`src/rtl/axis_dac_softmute_formatter.sv`:
```
//------------------------------------------------------------------------------
// axis_dac_softmute_formatter
//
// Multi-channel DAC output stage. It takes an AXI-Stream of NUM_CH packed
// signed samples and adds a saturating per-channel offset. It then scales the
// result by a soft-mute gain that ramps on start, stop and underrun. Finally it
// emits offset-binary DAC codes (inverted magnitude bits, Red Pitaya format)
// together with a mute flag that is time-aligned with the codes.
//
// Ports
//   aclk           clock
//   areset         synchronous reset, active-high
//   enable         run request; low requests a ramp-down to mute
//   offset         NUM_CH x W signed offsets, sampled every cycle
//   s_axis_tdata   NUM_CH x W signed samples, channel 0 in the LSBs
//   s_axis_tvalid  sample valid
//   s_axis_tready  high in RAMP_UP and RUN
//   dac_code       NUM_CH x W formatted DAC codes
//   dac_mute       high while muted, aligned with dac_code
//   underrun_cnt   saturating count of underrun-triggered ramp-downs
//   state          IDLE=0, RAMP_UP=1, RUN=2, RAMP_DOWN=3
//------------------------------------------------------------------------------
`timescale 1ns/1ps

module axis_dac_softmute_formatter #(
  parameter int DAC_DATA_WIDTH = 14,
  parameter int NUM_CH         = 2,
  parameter int GAIN_BITS      = 8,
  parameter int RAMP_STEP      = 16,
  parameter int UNDERRUN_HOLD  = 4
) (
  input  logic                             aclk,
  input  logic                             areset,
  input  logic                             enable,
  input  logic [NUM_CH*DAC_DATA_WIDTH-1:0] offset,
  input  logic [NUM_CH*DAC_DATA_WIDTH-1:0] s_axis_tdata,
  input  logic                             s_axis_tvalid,
  output logic                             s_axis_tready,
  output logic [NUM_CH*DAC_DATA_WIDTH-1:0] dac_code,
  output logic                             dac_mute,
  output logic [15:0]                      underrun_cnt,
  output logic [1:0]                       state
);

  localparam int DATA_W = DAC_DATA_WIDTH;
  localparam int COEF_W = GAIN_BITS + 1;
  localparam int PROD_W = DATA_W + COEF_W + 1;
  localparam int SC_W   = (UNDERRUN_HOLD < 2) ? 1 : $clog2(UNDERRUN_HOLD + 1);

  localparam logic [COEF_W-1:0] GAIN_FULL   = {1'b1, {GAIN_BITS{1'b0}}};
  localparam logic [COEF_W:0]   RAMP_STEP_W = (COEF_W + 1)'(RAMP_STEP);

  localparam logic [1:0] S_IDLE      = 2'd0;
  localparam logic [1:0] S_RAMP_UP   = 2'd1;
  localparam logic [1:0] S_RUN       = 2'd2;
  localparam logic [1:0] S_RAMP_DOWN = 2'd3;

  // Add in W+1 bits; a disagreement between the top two bits means overflow.
  function automatic logic signed [DATA_W-1:0] sat_add(
    input logic signed [DATA_W-1:0] a,
    input logic signed [DATA_W-1:0] b
  );
    logic signed [DATA_W:0] s;
    s = (DATA_W + 1)'(a) + (DATA_W + 1)'(b);
    if (s[DATA_W] != s[DATA_W-1])
      sat_add = s[DATA_W] ? {1'b1, {(DATA_W-1){1'b0}}} : {1'b0, {(DATA_W-1){1'b1}}};
    else
      sat_add = s[DATA_W-1:0];
  endfunction

  // Gain never exceeds 2^GAIN_BITS, so the floored product always fits in W bits.
  function automatic logic signed [DATA_W-1:0] apply_gain(
    input logic signed [DATA_W-1:0] x,
    input logic        [COEF_W-1:0] g
  );
    logic signed [PROD_W-1:0] p;
    p = PROD_W'(x) * PROD_W'($signed({1'b0, g}));
    p = p >>> GAIN_BITS;
    apply_gain = p[DATA_W-1:0];
  endfunction

  function automatic logic [DATA_W-1:0] to_dac(input logic signed [DATA_W-1:0] x);
    to_dac = {x[DATA_W-1], ~x[DATA_W-2:0]};
  endfunction

  logic [COEF_W-1:0] gain;
  logic [COEF_W-1:0] gain_up;
  logic [COEF_W-1:0] gain_dn;
  logic [COEF_W:0]   up_sum;
  logic [SC_W-1:0]   starve;
  logic              starve_hit;
  logic              accept;

  logic signed [DATA_W-1:0] hold_p0 [NUM_CH];
  logic signed [DATA_W-1:0] sum_p1  [NUM_CH];
  logic signed [DATA_W-1:0] prod_p2 [NUM_CH];
  logic                     vld_p1;
  logic                     vld_p2;

  always_comb begin
    s_axis_tready = (state == S_RAMP_UP) || (state == S_RUN);
    accept        = s_axis_tvalid && s_axis_tready;
    // This cycle would be the UNDERRUN_HOLD-th consecutive starved one.
    starve_hit    = !s_axis_tvalid && (starve == SC_W'(UNDERRUN_HOLD - 1));
    up_sum        = {1'b0, gain} + RAMP_STEP_W;
    gain_up       = (up_sum >= {1'b0, GAIN_FULL}) ? GAIN_FULL : up_sum[COEF_W-1:0];
    gain_dn       = ({1'b0, gain} <= RAMP_STEP_W) ? '0 : gain - RAMP_STEP_W[COEF_W-1:0];
  end

  always_ff @(posedge aclk) begin
    if (areset) begin
      state        <= S_IDLE;
      gain         <= '0;
      starve       <= '0;
      underrun_cnt <= '0;
    end else begin
      case (state)
        S_IDLE: begin
          gain   <= '0;
          starve <= '0;
          if (enable && s_axis_tvalid)
            state <= S_RAMP_UP;
        end
        S_RAMP_UP, S_RUN: begin
          if (state == S_RAMP_UP)
            gain <= gain_up;
          starve <= s_axis_tvalid ? '0 : starve + SC_W'(1);
          // An underrun wins over a simultaneous disable so it is always counted.
          if (starve_hit) begin
            state <= S_RAMP_DOWN;
            if (underrun_cnt != 16'hFFFF)
              underrun_cnt <= underrun_cnt + 16'd1;
          end else if (!enable) begin
            state <= S_RAMP_DOWN;
          end else if ((state == S_RAMP_UP) && (gain_up == GAIN_FULL)) begin
            state <= S_RUN;
          end
        end
        default: begin
          gain <= gain_dn;
          if (gain_dn == '0) begin
            state  <= S_IDLE;
            starve <= '0;
          end
        end
      endcase
    end
  end

  always_ff @(posedge aclk) begin
    if (areset) begin
      for (int c = 0; c < NUM_CH; c++) begin
        hold_p0[c]                   <= '0;
        sum_p1[c]                    <= '0;
        prod_p2[c]                   <= '0;
        dac_code[c*DATA_W +: DATA_W] <= to_dac('0);
      end
      vld_p1   <= 1'b0;
      vld_p2   <= 1'b0;
      dac_mute <= 1'b1;
    end else begin
      for (int c = 0; c < NUM_CH; c++) begin
        // Stage 0: hold register, frozen whenever no beat is accepted
        if (accept)
          hold_p0[c] <= s_axis_tdata[c*DATA_W +: DATA_W];
        // Stage 1: saturating offset
        sum_p1[c] <= sat_add(hold_p0[c], offset[c*DATA_W +: DATA_W]);
        // Stage 2: soft-mute gain, using the gain register as it stands now
        prod_p2[c] <= apply_gain(sum_p1[c], gain);
        // Stage 3: DAC code formatting
        dac_code[c*DATA_W +: DATA_W] <= to_dac(prod_p2[c]);
      end
      vld_p1   <= (state != S_IDLE);
      vld_p2   <= vld_p1;
      dac_mute <= !vld_p2;
    end
  end

endmodule

```
`config.mk`:
```
export PLATFORM = sky130hd
export DESIGN_NAME = axis_dac_softmute_formatter
export DESIGN_NICKNAME = d
export VERILOG_FILES = /design/src/rtl/axis_dac_softmute_formatter.sv
export SDC_FILE = /design/constraint.sdc
export NUM_CORES = 1
export LEC_CHECK = 0
export BUFFER_PORTS_ARGS = -buffer_cell sky130_fd_sc_hd__clkbuf_2
export CELL_PAD_IN_SITES_DETAIL_PLACEMENT = 0
export CELL_PAD_IN_SITES_GLOBAL_PLACEMENT = 1
export CORE_MARGIN = 4
export CORE_UTILIZATION = 44
export CTS_CLUSTER_SIZE = 30
export DETAILED_ROUTE_END_ITERATION = 12
export GPL_TIMING_DRIVEN = 0
export PLACE_DENSITY = 0.79
export REMOVE_ABC_BUFFERS = 1
export SYNTH_ARGS = -nofsm -noshare
export SYNTH_HDL_FRONTEND = slang
export SYNTH_SLANG_ARGS = --single-unit
```
`constraint.sdc`:
```
create_clock -name aclk -period 5.8 [get_ports aclk]
set_input_delay 0.29 -clock aclk [delete_from_list [all_inputs] [get_ports aclk]]
set_output_delay 0.29 -clock aclk [all_outputs]
set_load 0.01 [all_outputs]
```
Word-level counts from Yosys, hierarchy flattened
Memories as Yosys holds them, arrays and structs flattened. Cells that the tools add are included.

Register bits after elaboration: 61. RAM bits: 84. Input bits: 60. Output and inout port bits: 48. Word-level logic and storage cells: 84. Memories kept: 3.

Memory list: hold_p0 (words 2, width 14, rd ports 2, clocked after Yosys merged registers in 0, write ports 2, RTL line 94) `logic signed [DATA_W-1:0] hold_p0 [NUM_CH];`; prod_p2 (words 2, width 14, rd ports 2, clocked after Yosys merged registers in 0, write ports 2, RTL line 96) `logic signed [DATA_W-1:0] prod_p2 [NUM_CH];`; sum_p1 (words 2, width 14, rd ports 2, clocked after Yosys merged registers in 0, write ports 2, RTL line 95) `logic signed [DATA_W-1:0] sum_p1 [NUM_CH];`.

Add/sub/neg operators: 6. $mul: 2. Magnitude comparators: 2. Eq/ne operators: 10. Muxes and demuxes: 31. Bitwise gates (word level): 8. Reduce and logical (&&, ||, !) cells: 14.

Operators with widths (number): two-way mux 14 bit (12); multiplier 14 x 10 -> 22 bit (2); adder 14 x 14 -> 15 bit (2); two-way mux 9 bit (3); inverter 13 bit (2); one-hot mux 9 bit (2 select lines) (1); adder 16 x 1 -> 16 bit (second input constant) (1); != test 16 bit (second input constant) (1); adder 9 x 5 -> 10 bit (second input constant) (1); greater-or-equal comparator 10 x 9 -> 1 bit (second input constant) (1); two-way mux 2 bit (5); equality test 9 bit (second input constant) (1); less-or-equal comparator 9 x 5 -> 1 bit (second input constant) (1); zero test 9 bit (1); subtractor 9 x 5 -> 9 bit (second input constant) (1); two-way mux 1 bit (6); two-way mux 3 bit (2); OR 1 bit (6); one-hot mux 3 bit (2 select lines) (1); AND reduction 3 bit (2); logical AND 1 bit (4); != test 2 bit (second input constant) (2); != test 4 bit (second input constant) (1); one-hot mux 2 bit (2 select lines) (1); other kinds (11) (13).

Logic depth before layout (Yosys ltp)
Depth in word-level cells: 9. Gate-level depth with buffers: 22. Depth with buffers taken out: 20.

Worst setup path after synthesis
Ideal clock, no wire load.

Kind: register to register. From: register gain[6]. To: memory prod_p2[0][12] (netlist name). Setup time: 0.123 ns. Data arrival time: 5.372 ns. Data required time: 5.677 ns. Path slack: 0.305 ns. Stages on the path, launching flop included: 21. Path buffers: 3. Clock period less this slack: 5.495 ns. Cell sequence: dfxtp_1 buf_2 clkbuf_1 clkbuf_1 nand2_1 fa_1 inv_1 fa_1 fa_1 fa_1 inv_1 fa_1 inv_1 ha_1 a21o_1 a21oi_1 nor3b_1 a211oi_4 o41ai_2 o21bai_1 mux2_1.

RTL lines: start: declaration (RTL line 86) `logic [COEF_W-1:0] gain;`; start signal: assignment (RTL line 126) `gain <= gain_up;`; start signal: assignment (RTL line 140) `gain <= gain_dn;`; end: declaration (RTL line 96).

==> results by group <==
Run status
  – Status: finished clean

Setup path
  – CP peak stage delay: 600 ps
  – Reg2reg start: gain[1]
  – Critical path required time: 6140 ps
  – Crit Path Max Fanout: 30
  – Worst Path Buf+Inv: 3
  – FF-to-FF path depth: 17
  – Critical-path cell list: nand2_1 > fa_1 > inv_1 > fa_1 > fa_1 > fa_1 > inv_1 > fa_1 > inv_1 > ha_1 > a21o_1 > a21oi_1 > nor3b_2 > a211oi_4 > o41ai_2 > o21bai_1 > mux2_1
  – Most used cell, CP: fa_1
  – Top delay family on crit path: adder cells
  – Crit Reg-Reg Endpoint: prod_p2[0][12]
  – CP Capture Type: flip-flop
  – Slowest cell on crit path: dfxtp_4
  – Critical path launch point type: flip-flop
  – Critical path class: reg2reg
  – Flop-to-flop setup slack: around 310 ps
  – WP data arrival: roughly 5800 ps

Layout
  – Most frequent cells in the layout: 262 x inv_1, 202 x fa_1, 161 x nand2_1
  – Fin cells: 2093
  – Cell area after layout: 16200 sq um
  – Filler cells: 3150
  – Most common cell after layout, fill and taps aside: inv_1
  – Layout cells sized above 1: ~11%
  – Final nets: 2030
  – Syn-to-layout area delta: 10.1%
  – # diodes: 0

Floorplanning
  – Starting density of the core: between 40 and 50%
  – Rows: 66
  – Die W: about 190 um
  – Top Ports: 108
  – CORE AREA: 32700 sq um
  – Die Y: roughly 190 um
  – Die ar.: approximately 36000 sq um

Timing
  – Final setup fails: 0
  – Final period util: 94.6%
  – Worst clock skew: about 16 ps
  – Final hold violation count: 0
  – Worst-margin pin slew: 1230 ps
  – Minimum clock period: about 5500 ps
  – Relative slew slack: 17.9%
  – Slew Limit Fails: 0
  – Setup WS post-layout: approximately 310 ps
  – FMAX: 182 MHz
  – Worst hold slack: between 100 and 150 ps

Clock network
  – Max Buffers Root-to-Sink: 2
  – Clk_lat worst skew: 450 ps
  – Clock-pin slew on the worst setup and hold paths: about 70 ps
  – Total CTS buffers: 17
  – TritonCTS clock tree: yes
  – H-tree depth: 4
  – Clock Tree Root: clkbuf_16
  – CTS Hold Bufs: 0
  – Clk sinks: 145
  – Post-CTS setup buffers: 0

Min path
  – Hold Path Class: in2reg
  – Hold path depth: 2
  – Hold-critical path endpoint: hold_p0[0][24]
  – Hold Crit Start: s_axis_tdata[24]

Synthesis
  – Complex-gate fraction of the synthesized area: 8.28%
  – Post-synthesis cell area: 14700 sq um
  – Post-synthesis xor/xnor area fraction: 4.05%
  – Proportion of synthesized area in mux cells: 0.281%
  – Register area share after synthesis: about 22%
  – Synthesized area per cell: 9.29 sq um
  – Yosys warnings: 0
  – Async S/R FF share, synth: 0%
  – Post-synth EDFFs: 28
  – Synth Area in Adders: 38.6%
  – Syn Inst Count: 1581
  – Number of synthesized register bits: 145
  – Ys flop type: dfxtp_1
  – Simple-gate share of the synthesized area: 18.5%
  – Cell variety after synth: 76
  – Largest family of logic cells by synthesized area: adder cells

GRT
  – GRT Residual Overflow: 0
  – Initial antenna violation count: 0
  – Gr usage total: 19.1%
  – Vias in the first global route: 11393
  – Pin count of the biggest net entering global routing: 80
  – First-pass GRT wire length: between 50000 and 60000 um

Placed design
  – Pre-CTS WS: -579 ps
  – # placed instances: 2061
  – Port bufs: 107
  – Detail Placement HPWL: 24600 um
  – Dpl cell area: 15600 sq um
  – Placer Congestion: 0.805

Pwr
  – PwrDens: around 260 nW/um^2
  – Seq pwr share: 37.8%
  – Pleak: 8.05 nW
  – Net Sw Power: 1.69 mW
  – Pint: 2.49 mW
  – Comb pwr share: 35.8%
  – Peak VDD IR: between 0.2 and 0.25 mV
  – Switch share: between 40% and 50%
  – Clk pwr share: a little over a quarter
  – Total power: 4.18 mW

Detailed routing
  – Wire per inst: 15.4 um
  – Initial DRC count: between 400 and 500
  – Via/cell ratio: 5.06
  – Post-Route WL: 32200 um
  – Vias: 10593
  – DR DRC count: 0
  – Remaining antenna violation count: 0
  – Drt first pass iters: 7

Job
  – Max-Cap Viols: 0
==> final cells by class <==
type | instances | area [sq um] | share of cell area [%]
Multi-Input combinational cell | 1103 | 10300 | 63.4
Sequential cell | 145 | 3210 | 19.8
Inverter | 262 | 983 | 6.08
Timing Repair Buffer | 109 | 593 | 3.67
Tap cell | 442 | 553 | 3.42
Clock buffer | 17 | 425 | 2.63
Clock inverter | 15 | 149 | 0.921
==> kinds of logic (layout without fill, tap and decap cells) <==
logic type	Yosys count	in the layout
AO/OA/AOI/OAI	181	181
adder cells (fa/ha/maj)	332	332
flip-flops	145	145
buffers and inverters	333	403
AND/OR/NAND/NOR	518	518
multiplexers	4	4
XOR/XNOR	68	68
==> worst max path at each step <==
stage,endpoint,cells after the start,slack (ps),from
2_1_floorplan,prod_p2[0][12],17,330,gain[1]
3_3_place_gp,prod_p2[0][12],17,-490,gain[1]
3_5_place_dp,prod_p2[0][12],17,-580,gain[1]
4_1_cts,prod_p2[0][12],17,20,gain[3]
5_1_grt,prod_p2[0][12],17,-6,gain[1]
6_report,prod_p2[0][12],17,310,gain[1]
==> registers in the layout, summed over array words and instances (netlist names) <==
register,cells
sum_p1,28
starve,3
state,2
prod_p2,28
vld_p2,1
vld_p1,1
dac_code,28
dac_mute,1
hold_p0,28
gain,9
underrun_cnt,16
==> per-stage QoR <==
step	util, %	TNS (ps)
floorplan	-	0
global placement	47.4	-3570
detailed placement	47.6	-3520
CTS	49.4	0
global route	49.4	-5.99
finish	49.4	0
==> power groups by stage <==
stage | clock [mW] | sequential [mW] | combinational [mW]
floorplan | 0 | 1.43 | 1.13
global placement | 0 | 1.59 | 1.45
detailed placement | 0 | 1.59 | 1.51
CTS | 1.15 | 1.57 | 1.51
global route | 1.18 | 1.62 | 1.73
finish | 1.11 | 1.58 | 1.49
==> cell usage after synthesis, drive strengths merged (2+ instances only) <==
cell / n / area (sq um)
inv: 262 / 983
fa: 202 / 4040
nand2: 161 / 604
and2: 154 / 971
ha: 130 / 1630
dfxtp: 117 / 2340
nor2: 65 / 244
a21oi: 64 / 320
clkbuf: 54 / 203
nand2b: 41 / 257
xnor2: 38 / 333
o21ai: 30 / 154
xor2: 30 / 263
edfxtp: 28 / 841
a21o: 21 / 158
nor3: 18 / 95.1
buf: 17 / 78.8
or3: 13 / 86.3
nor2b: 12 / 75.1
nand4: 11 / 81.3
nand3: 10 / 50.1
o22ai: 9 / 56.3
nor3b: 7 / 52.6
and3: 6 / 38.8
o21a: 6 / 45.0
or2: 6 / 37.5
a211oi: 5 / 50.1
nor4: 5 / 50.1
o211ai: 5 / 42.5
a221oi: 4 / 41.3
a22oi: 4 / 30.0
a31oi: 4 / 31.3
o21bai: 4 / 30.0
o41ai: 4 / 42.6
mux2i: 3 / 30.0
o311ai: 3 / 26.3
a211o: 2 / 17.5
a221o: 2 / 20.0
a311o: 2 / 20.0
a32oi: 2 / 17.5
nor4b: 2 / 17.5
==> what timing repair did <==
item                                   4_1_cts  5_1_grt
setup endpoints to repair                   13        5
endpoints found under the hold margin        0        0
resized for setup                           12        4
==> layer usage <==
metal	wire length (um)	vias to the layer above	GRT usage (%)
li1	-	5086	-
met3	1550	35	3.64
met1	14900	5252	25.8
met5	0	-	0
met4	556	0	5.69
met2	15200	220	31.4
No activity file was read; power rests on OpenSTA's default activity.
